==> config.mk <==
export PLATFORM = sky130hd
export DESIGN_NAME = mem_access_stage
export DESIGN_NICKNAME = d
export VERILOG_FILES = /design/src/rtl/mem_access_stage.sv
export SDC_FILE = /design/constraint.sdc
export NUM_CORES = 1
export LEC_CHECK = 0
export ABC_AREA = 1
export ABC_CLOCK_PERIOD_IN_PS = 4300
export CORE_MARGIN = 2
export CORE_UTILIZATION = 50
export CTS_BUF_LIST = sky130_fd_sc_hd__clkbuf_4 sky130_fd_sc_hd__clkbuf_8 sky130_fd_sc_hd__clkbuf_16
export CTS_CLUSTER_SIZE = 20
export DETAILED_ROUTE_END_ITERATION = 10
export GPL_TIMING_DRIVEN = 0
export PLACE_DENSITY = 0.87
export SLEW_MARGIN = 20
export SYNTH_ARGS = -nofsm -noshare
export SYNTH_HDL_FRONTEND = slang
export SYNTH_SLANG_ARGS = --single-unit
==> constraint.sdc <==
create_clock -name clk -period 4.3 [get_ports clk]
set_input_delay 0.43 -clock clk [delete_from_list [all_inputs] [get_ports clk]]
set_output_delay 0.43 -clock clk [all_outputs]
set_load 0.1 [all_outputs]
==> src/rtl/mem_access_stage.sv <==
// Memory stage after the ALU: issues load/store requests, applies byte-lane steering and sign/zero extension, or passes ALU results straight through.
// Latency: 1 cycle for non-memory and fault paths; k+1 cycles when mem_ready arrives k cycles after acceptance.
// Backpressure: in_ready is high only in IDLE, so upstream holds in_valid until accepted; the memory side waits for mem_ready or times out.
module mem_access_stage #(
  parameter int unsigned TIMEOUT = 15
) (
  input  logic        clk,
  input  logic        rst_n,
  input  logic        in_valid,
  output logic        in_ready,
  input  logic [6:0]  opcode,
  input  logic [2:0]  funct3,
  input  logic [4:0]  rd,
  input  logic [31:0] alu_result,
  input  logic [31:0] store_data,
  output logic        mem_req,
  output logic        mem_we,
  output logic [31:0] mem_addr,
  output logic [3:0]  mem_wstrb,
  output logic [31:0] mem_wdata,
  input  logic        mem_ready,
  input  logic [31:0] mem_rdata,
  output logic        wb_valid,
  output logic        wb_we,
  output logic [4:0]  wb_rd,
  output logic [31:0] wb_data,
  output logic        fault
);

  localparam logic [6:0] LP_OP_LOAD  = 7'b0000011;
  localparam logic [6:0] LP_OP_STORE = 7'b0100011;
  // The access is aborted on the cycle the wait counter would reach TIMEOUT.
  localparam logic [7:0] LP_CNT_LAST = 8'(TIMEOUT - 1);

  typedef enum logic [1:0] {S_IDLE, S_ACCESS, S_RESP} state_t;

  state_t      r_state;
  logic [7:0]  r_cnt;
  logic [2:0]  r_funct3;
  logic [1:0]  r_lane;
  logic        r_mem_req;
  logic        r_mem_we;
  logic [31:0] r_mem_addr;
  logic [3:0]  r_mem_wstrb;
  logic [31:0] r_mem_wdata;
  logic        r_wb_valid;
  logic        r_wb_we;
  logic [4:0]  r_wb_rd;
  logic [31:0] r_wb_data;
  logic        r_fault;

  logic        w_is_load;
  logic        w_is_store;
  logic        w_ld_legal;
  logic        w_st_legal;
  logic        w_misaligned;
  logic        w_bad;
  logic [3:0]  w_st_wstrb;
  logic [31:0] w_st_wdata;
  logic [7:0]  w_byte;
  logic [15:0] w_half;
  logic [31:0] w_load_val;

  // Decode of the presented instruction: class, legality, alignment and store lane encoding.
  always_comb begin
    w_is_load    = (opcode == LP_OP_LOAD);
    w_is_store   = (opcode == LP_OP_STORE);
    w_ld_legal   = (funct3 == 3'b000) || (funct3 == 3'b001) || (funct3 == 3'b010) ||
                   (funct3 == 3'b100) || (funct3 == 3'b101);
    w_st_legal   = (funct3 == 3'b000) || (funct3 == 3'b001) || (funct3 == 3'b010);
    w_misaligned = 1'b0;
    case (funct3[1:0])
      2'b01:   w_misaligned = alu_result[0];
      2'b10:   w_misaligned = |alu_result[1:0];
      default: w_misaligned = 1'b0;
    endcase
    w_bad = (w_is_load && (!w_ld_legal || w_misaligned)) ||
            (w_is_store && (!w_st_legal || w_misaligned));
    w_st_wstrb = 4'b1111;
    w_st_wdata = store_data;
    case (funct3[1:0])
      2'b00: begin
        w_st_wstrb = 4'b0001 << alu_result[1:0];
        w_st_wdata = {4{store_data[7:0]}};
      end
      2'b01: begin
        w_st_wstrb = 4'b0011 << alu_result[1:0];
        w_st_wdata = {2{store_data[15:0]}};
      end
      default: begin
        w_st_wstrb = 4'b1111;
        w_st_wdata = store_data;
      end
    endcase
  end

  // Lane selection and sign/zero extension of the returned load word.
  always_comb begin
    w_byte = mem_rdata[7:0];
    case (r_lane)
      2'd0:    w_byte = mem_rdata[7:0];
      2'd1:    w_byte = mem_rdata[15:8];
      2'd2:    w_byte = mem_rdata[23:16];
      default: w_byte = mem_rdata[31:24];
    endcase
    w_half = r_lane[1] ? mem_rdata[31:16] : mem_rdata[15:0];
    case (r_funct3)
      3'b000:  w_load_val = {{24{w_byte[7]}}, w_byte};
      3'b001:  w_load_val = {{16{w_half[15]}}, w_half};
      3'b100:  w_load_val = {24'h0, w_byte};
      3'b101:  w_load_val = {16'h0, w_half};
      default: w_load_val = mem_rdata;
    endcase
  end

  // Stage FSM with all outputs registered; reset drops any in-flight request at once.
  always_ff @(posedge clk or negedge rst_n) begin
    if (!rst_n) begin
      r_state     <= S_IDLE;
      r_cnt       <= '0;
      r_funct3    <= '0;
      r_lane      <= '0;
      r_mem_req   <= 1'b0;
      r_mem_we    <= 1'b0;
      r_mem_addr  <= '0;
      r_mem_wstrb <= '0;
      r_mem_wdata <= '0;
      r_wb_valid  <= 1'b0;
      r_wb_we     <= 1'b0;
      r_wb_rd     <= '0;
      r_wb_data   <= '0;
      r_fault     <= 1'b0;
    end else begin
      case (r_state)
        S_IDLE: begin
          r_wb_valid <= 1'b0;
          if (in_valid) begin
            r_wb_rd  <= rd;
            r_funct3 <= funct3;
            r_lane   <= alu_result[1:0];
            r_cnt    <= '0;
            if (w_bad) begin
              r_state    <= S_RESP;
              r_wb_valid <= 1'b1;
              r_wb_we    <= 1'b0;
              r_wb_data  <= '0;
              r_fault    <= 1'b1;
            end else if (w_is_load || w_is_store) begin
              r_state     <= S_ACCESS;
              r_mem_req   <= 1'b1;
              r_mem_we    <= w_is_store;
              r_mem_addr  <= {alu_result[31:2], 2'b00};
              r_mem_wstrb <= w_is_store ? w_st_wstrb : 4'b0000;
              r_mem_wdata <= w_is_store ? w_st_wdata : 32'h0;
            end else begin
              r_state    <= S_RESP;
              r_wb_valid <= 1'b1;
              r_wb_we    <= (rd != 5'd0);
              r_wb_data  <= alu_result;
              r_fault    <= 1'b0;
            end
          end
        end
        S_ACCESS: begin
          if (mem_ready) begin
            r_state     <= S_RESP;
            r_mem_req   <= 1'b0;
            r_mem_we    <= 1'b0;
            r_mem_wstrb <= '0;
            r_wb_valid  <= 1'b1;
            r_fault     <= 1'b0;
            r_wb_we     <= !r_mem_we && (r_wb_rd != 5'd0);
            r_wb_data   <= r_mem_we ? 32'h0 : w_load_val;
          end else if (r_cnt == LP_CNT_LAST) begin
            r_state     <= S_RESP;
            r_mem_req   <= 1'b0;
            r_mem_we    <= 1'b0;
            r_mem_wstrb <= '0;
            r_wb_valid  <= 1'b1;
            r_fault     <= 1'b1;
            r_wb_we     <= 1'b0;
            r_wb_data   <= '0;
          end else begin
            r_cnt <= r_cnt + 8'd1;
          end
        end
        S_RESP: begin
          r_wb_valid <= 1'b0;
          r_state    <= S_IDLE;
        end
        default: begin
          r_wb_valid <= 1'b0;
          r_mem_req  <= 1'b0;
          r_state    <= S_IDLE;
        end
      endcase
    end
  end

  assign in_ready  = (r_state == S_IDLE);
  assign mem_req   = r_mem_req;
  assign mem_we    = r_mem_we;
  assign mem_addr  = r_mem_addr;
  assign mem_wstrb = r_mem_wstrb;
  assign mem_wdata = r_mem_wdata;
  assign wb_valid  = r_wb_valid;
  assign wb_we     = r_wb_we;
  assign wb_rd     = r_wb_rd;
  assign wb_data   = r_wb_data;
  assign fault     = r_fault;

endmodule

==> flow_summary.toml <==
[logic_synthesis]
synth_area_leaders = "dfrtp_1, nand2_1, o211ai_1, nand3_1, o21ai_0"
ys_ff_latch = 123
synth_commonest_cells = "nand2_1, dfrtp_1, nand3_1, inv_1, nor2_1"
async_flop_share = 1.00
synth_edf_count = 0
synth_cells = 886
yosys_most_used_dff = "dfrtp_1"
synth_cell_types = 35
synth_top_area_frac = 0.467
synth_warnings = 0
netlist_area_um2 = 6590
avgSynthCellArea_um2 = 7.44
synth.largest_area_cell = "dfrtp_1"
synth.most_common_cell = "nand2_1"
ys_seq_area_frac = 0.467

[critical_path]
end_kind = "primary output"
path_class = "reg -> out"
worst_ep_arrival_time_ps = 2270
r2r_setup_slack_ps = 2370
cp_max_fo = 5
worstReg2RegStart = "r_state[0]"
r2r-end = "wb_data[27]"
start_kind = "flop"
required_ps = 3870
ff2ff_path_depth = 9
startpoint = "r_state[0]"

[final_layout]
final_cell_area_um2 = 9770
n_fill_cell = 957
nets = 1251
postLayoutCoreUtil = 0.768
drive_above_1_share = 0.0830
antenna_cells = 0
syn_to_final_growth_pct = 48.2
final_cells = 1316

[clock_tree]
clk_path_buf_depth = 2
cts_sinks = 123
cts_setup_buffers = 0
cts_buffers = 17
root_buffer = "clkbuf_16"
htree_levels = 4
clock_latency_ps = 420
cts_resized = 0
clk_pin_slew_ps = 60
cts_tree = "yes"

[timing]
whs_ps = 475
setup_viol = 0
post-route-min-period_ps = 2700
fmax_mhz = 371
layout_setup_ws_ps = 1600
slew_viol_final = 0
skew_ps = 7.13
tns_ps = 0
fin_crit_sh = 0.627
worstMarginPinSlew_ps = 1030
rsz0062_at_grt = "false"
slew_headroom = 0.312
hold_viol_final = 0

[drt]
drt-met1-wl_um = 9030
wl_met3_um = 1740
postRouteAntennaNets = 0
drc = 0
wire_per_inst_um = 17.0
vias = 7130
route.met2.wl_um = 10800
via_per_inst = 5.42
drtIter0Drc = 707
finalWirelength_um = 22400
top_layer = "met4"
firstDrtPassIters = 5

[run_status]
status = "completed"

[floorplanning]
die_w_um = 119
row_count = 41
ios = 226
die_h_um = 119
initial_core_util = 0.518
die_area_um2 = 14100
coreArea_um2 = 12700

[global_routing]
grt_pass1_vias = 7026
grt_max_degree = 71
grt_pass1_wl_um = 36100
overflow = 0
track_usage = 0.326
antenna_found_initial = 0

[pwr]
p_leak_nw = 4.70
ir_worst_vdd_mv = 0.660
power.density_nw_per_um2 = 655
p_total_mw = 6.40

[placed_design]
io_buffers = 223
gp_congestion = 0.969
dp_hpwl_um = 16400
dp_slack_ps = 1550
placed_area_um2 = 9070
dp.cells = 1283

[hold_path]
hold_end = "mem_addr[25]"
hp-class = "reg -> reg"
whs_path_depth = 2
holdCritStartpoint = "mem_addr[25]"

[flow_run]
cap_violations = 0
-- area by class of cell --
class	instances	area, um^2	area share
Buffer	48	300	0.0307
Clock buffer	23	508	0.0520
Clock inverter	9	180	0.0184
Inverter	58	219	0.0224
Multi-Input combinational cell	658	3000	0.307
Sequential cell	123	3080	0.315
Tap cell	172	215	0.0220
Timing Repair Buffer	225	2270	0.232
-- per-layer routing --
| layer | up-vias | track usage |
|---|---|---|
| li1 | 3331 | - |
| met1 | 3358 | 0.423 |
| met2 | 375 | 0.524 |
| met3 | 66 | 0.0680 |
| met4 | 0 | 0.150 |
| met5 | - | 0 |
-- logic make-up (layout without fill, tap and decap cells) --
kind of cell | after synthesis | after routing | share of synthesized area
fa+ha+maj | 5 | 5 | 0.00949
xor+xnor | 5 | 5 | 0.00664
buf+inv | 106 | 363 | 0.0788
simple gates | 519 | 519 | 0.321
other cells | 1 | 2 | 0.000569
flops | 123 | 123 | 0.467
compound gates | 127 | 127 | 0.117
-- worst max-delay path by stage --
stage | to | slack, ps | depth (start not counted)
after floorplan | mem_wdata[13] | 2080 | 8
after global placement | mem_addr[13] | -1920 | 1
after detailed placement | wb_data[16] | 1550 | 14
after CTS | in_ready | 1610 | 2
after global routing | in_ready | 1550 | 2
final | in_ready | 1600 | 2
-- repair_timing --
| item | in CTS | in global routing |
|---|---|---|
| endpoints found under the hold margin | 32 | 0 |
| endpoints found under the setup margin | 0 | 0 |
| hold buffers | 1 | 0 |
-- critical path: stages, from the launching register on --
cell and delay (ps):
dfrtp_1 410, nor2_2 230, clkdlybuf4s50_1 1200
-- placed cells by master (no fill, tap or decap), types with 3 or more instances in the layout --
cell type        instances
buf_2                   15
nor2_2                   3
buf_4                    7
inv_2                   10
dfrtp_1                123
clkbuf_16               17
nor2_4                   3
bufinv_16                5
inv_1                   46
clkbuf_8                 6
clkbuf_1                15
nor3_1                   3
nand4_1                  4
clkdlybuf4s50_1        222
xor2_1                   4
nor2_1                  46
a21oi_1                 12
buf_6                   11
ha_1                     5
o21ai_1                 26
o31ai_1                  3
o21ai_0                 42
nand2_1                393
nand3_1                 56
o211ai_1                39
nand2_2                  6
-- power by group --
part           internal, mW  total, mW  switching, mW  leakage [nW]
registers              1.39       1.53          0.139          1.64
logic                 0.775       3.21           2.44          2.73
clock network          1.12       1.65          0.529         0.336
-- flip-flops by register name, indices dropped and copies added (netlist names), 2 cells and up --
signal     count
wb_rd          5
r_cnt          8
mem_wdata     32
mem_wstrb      4
mem_addr      30
r_state        2
r_funct3       3
wb_data       32
r_lane         2
Note: power is estimated with default switching activity, not from simulation.
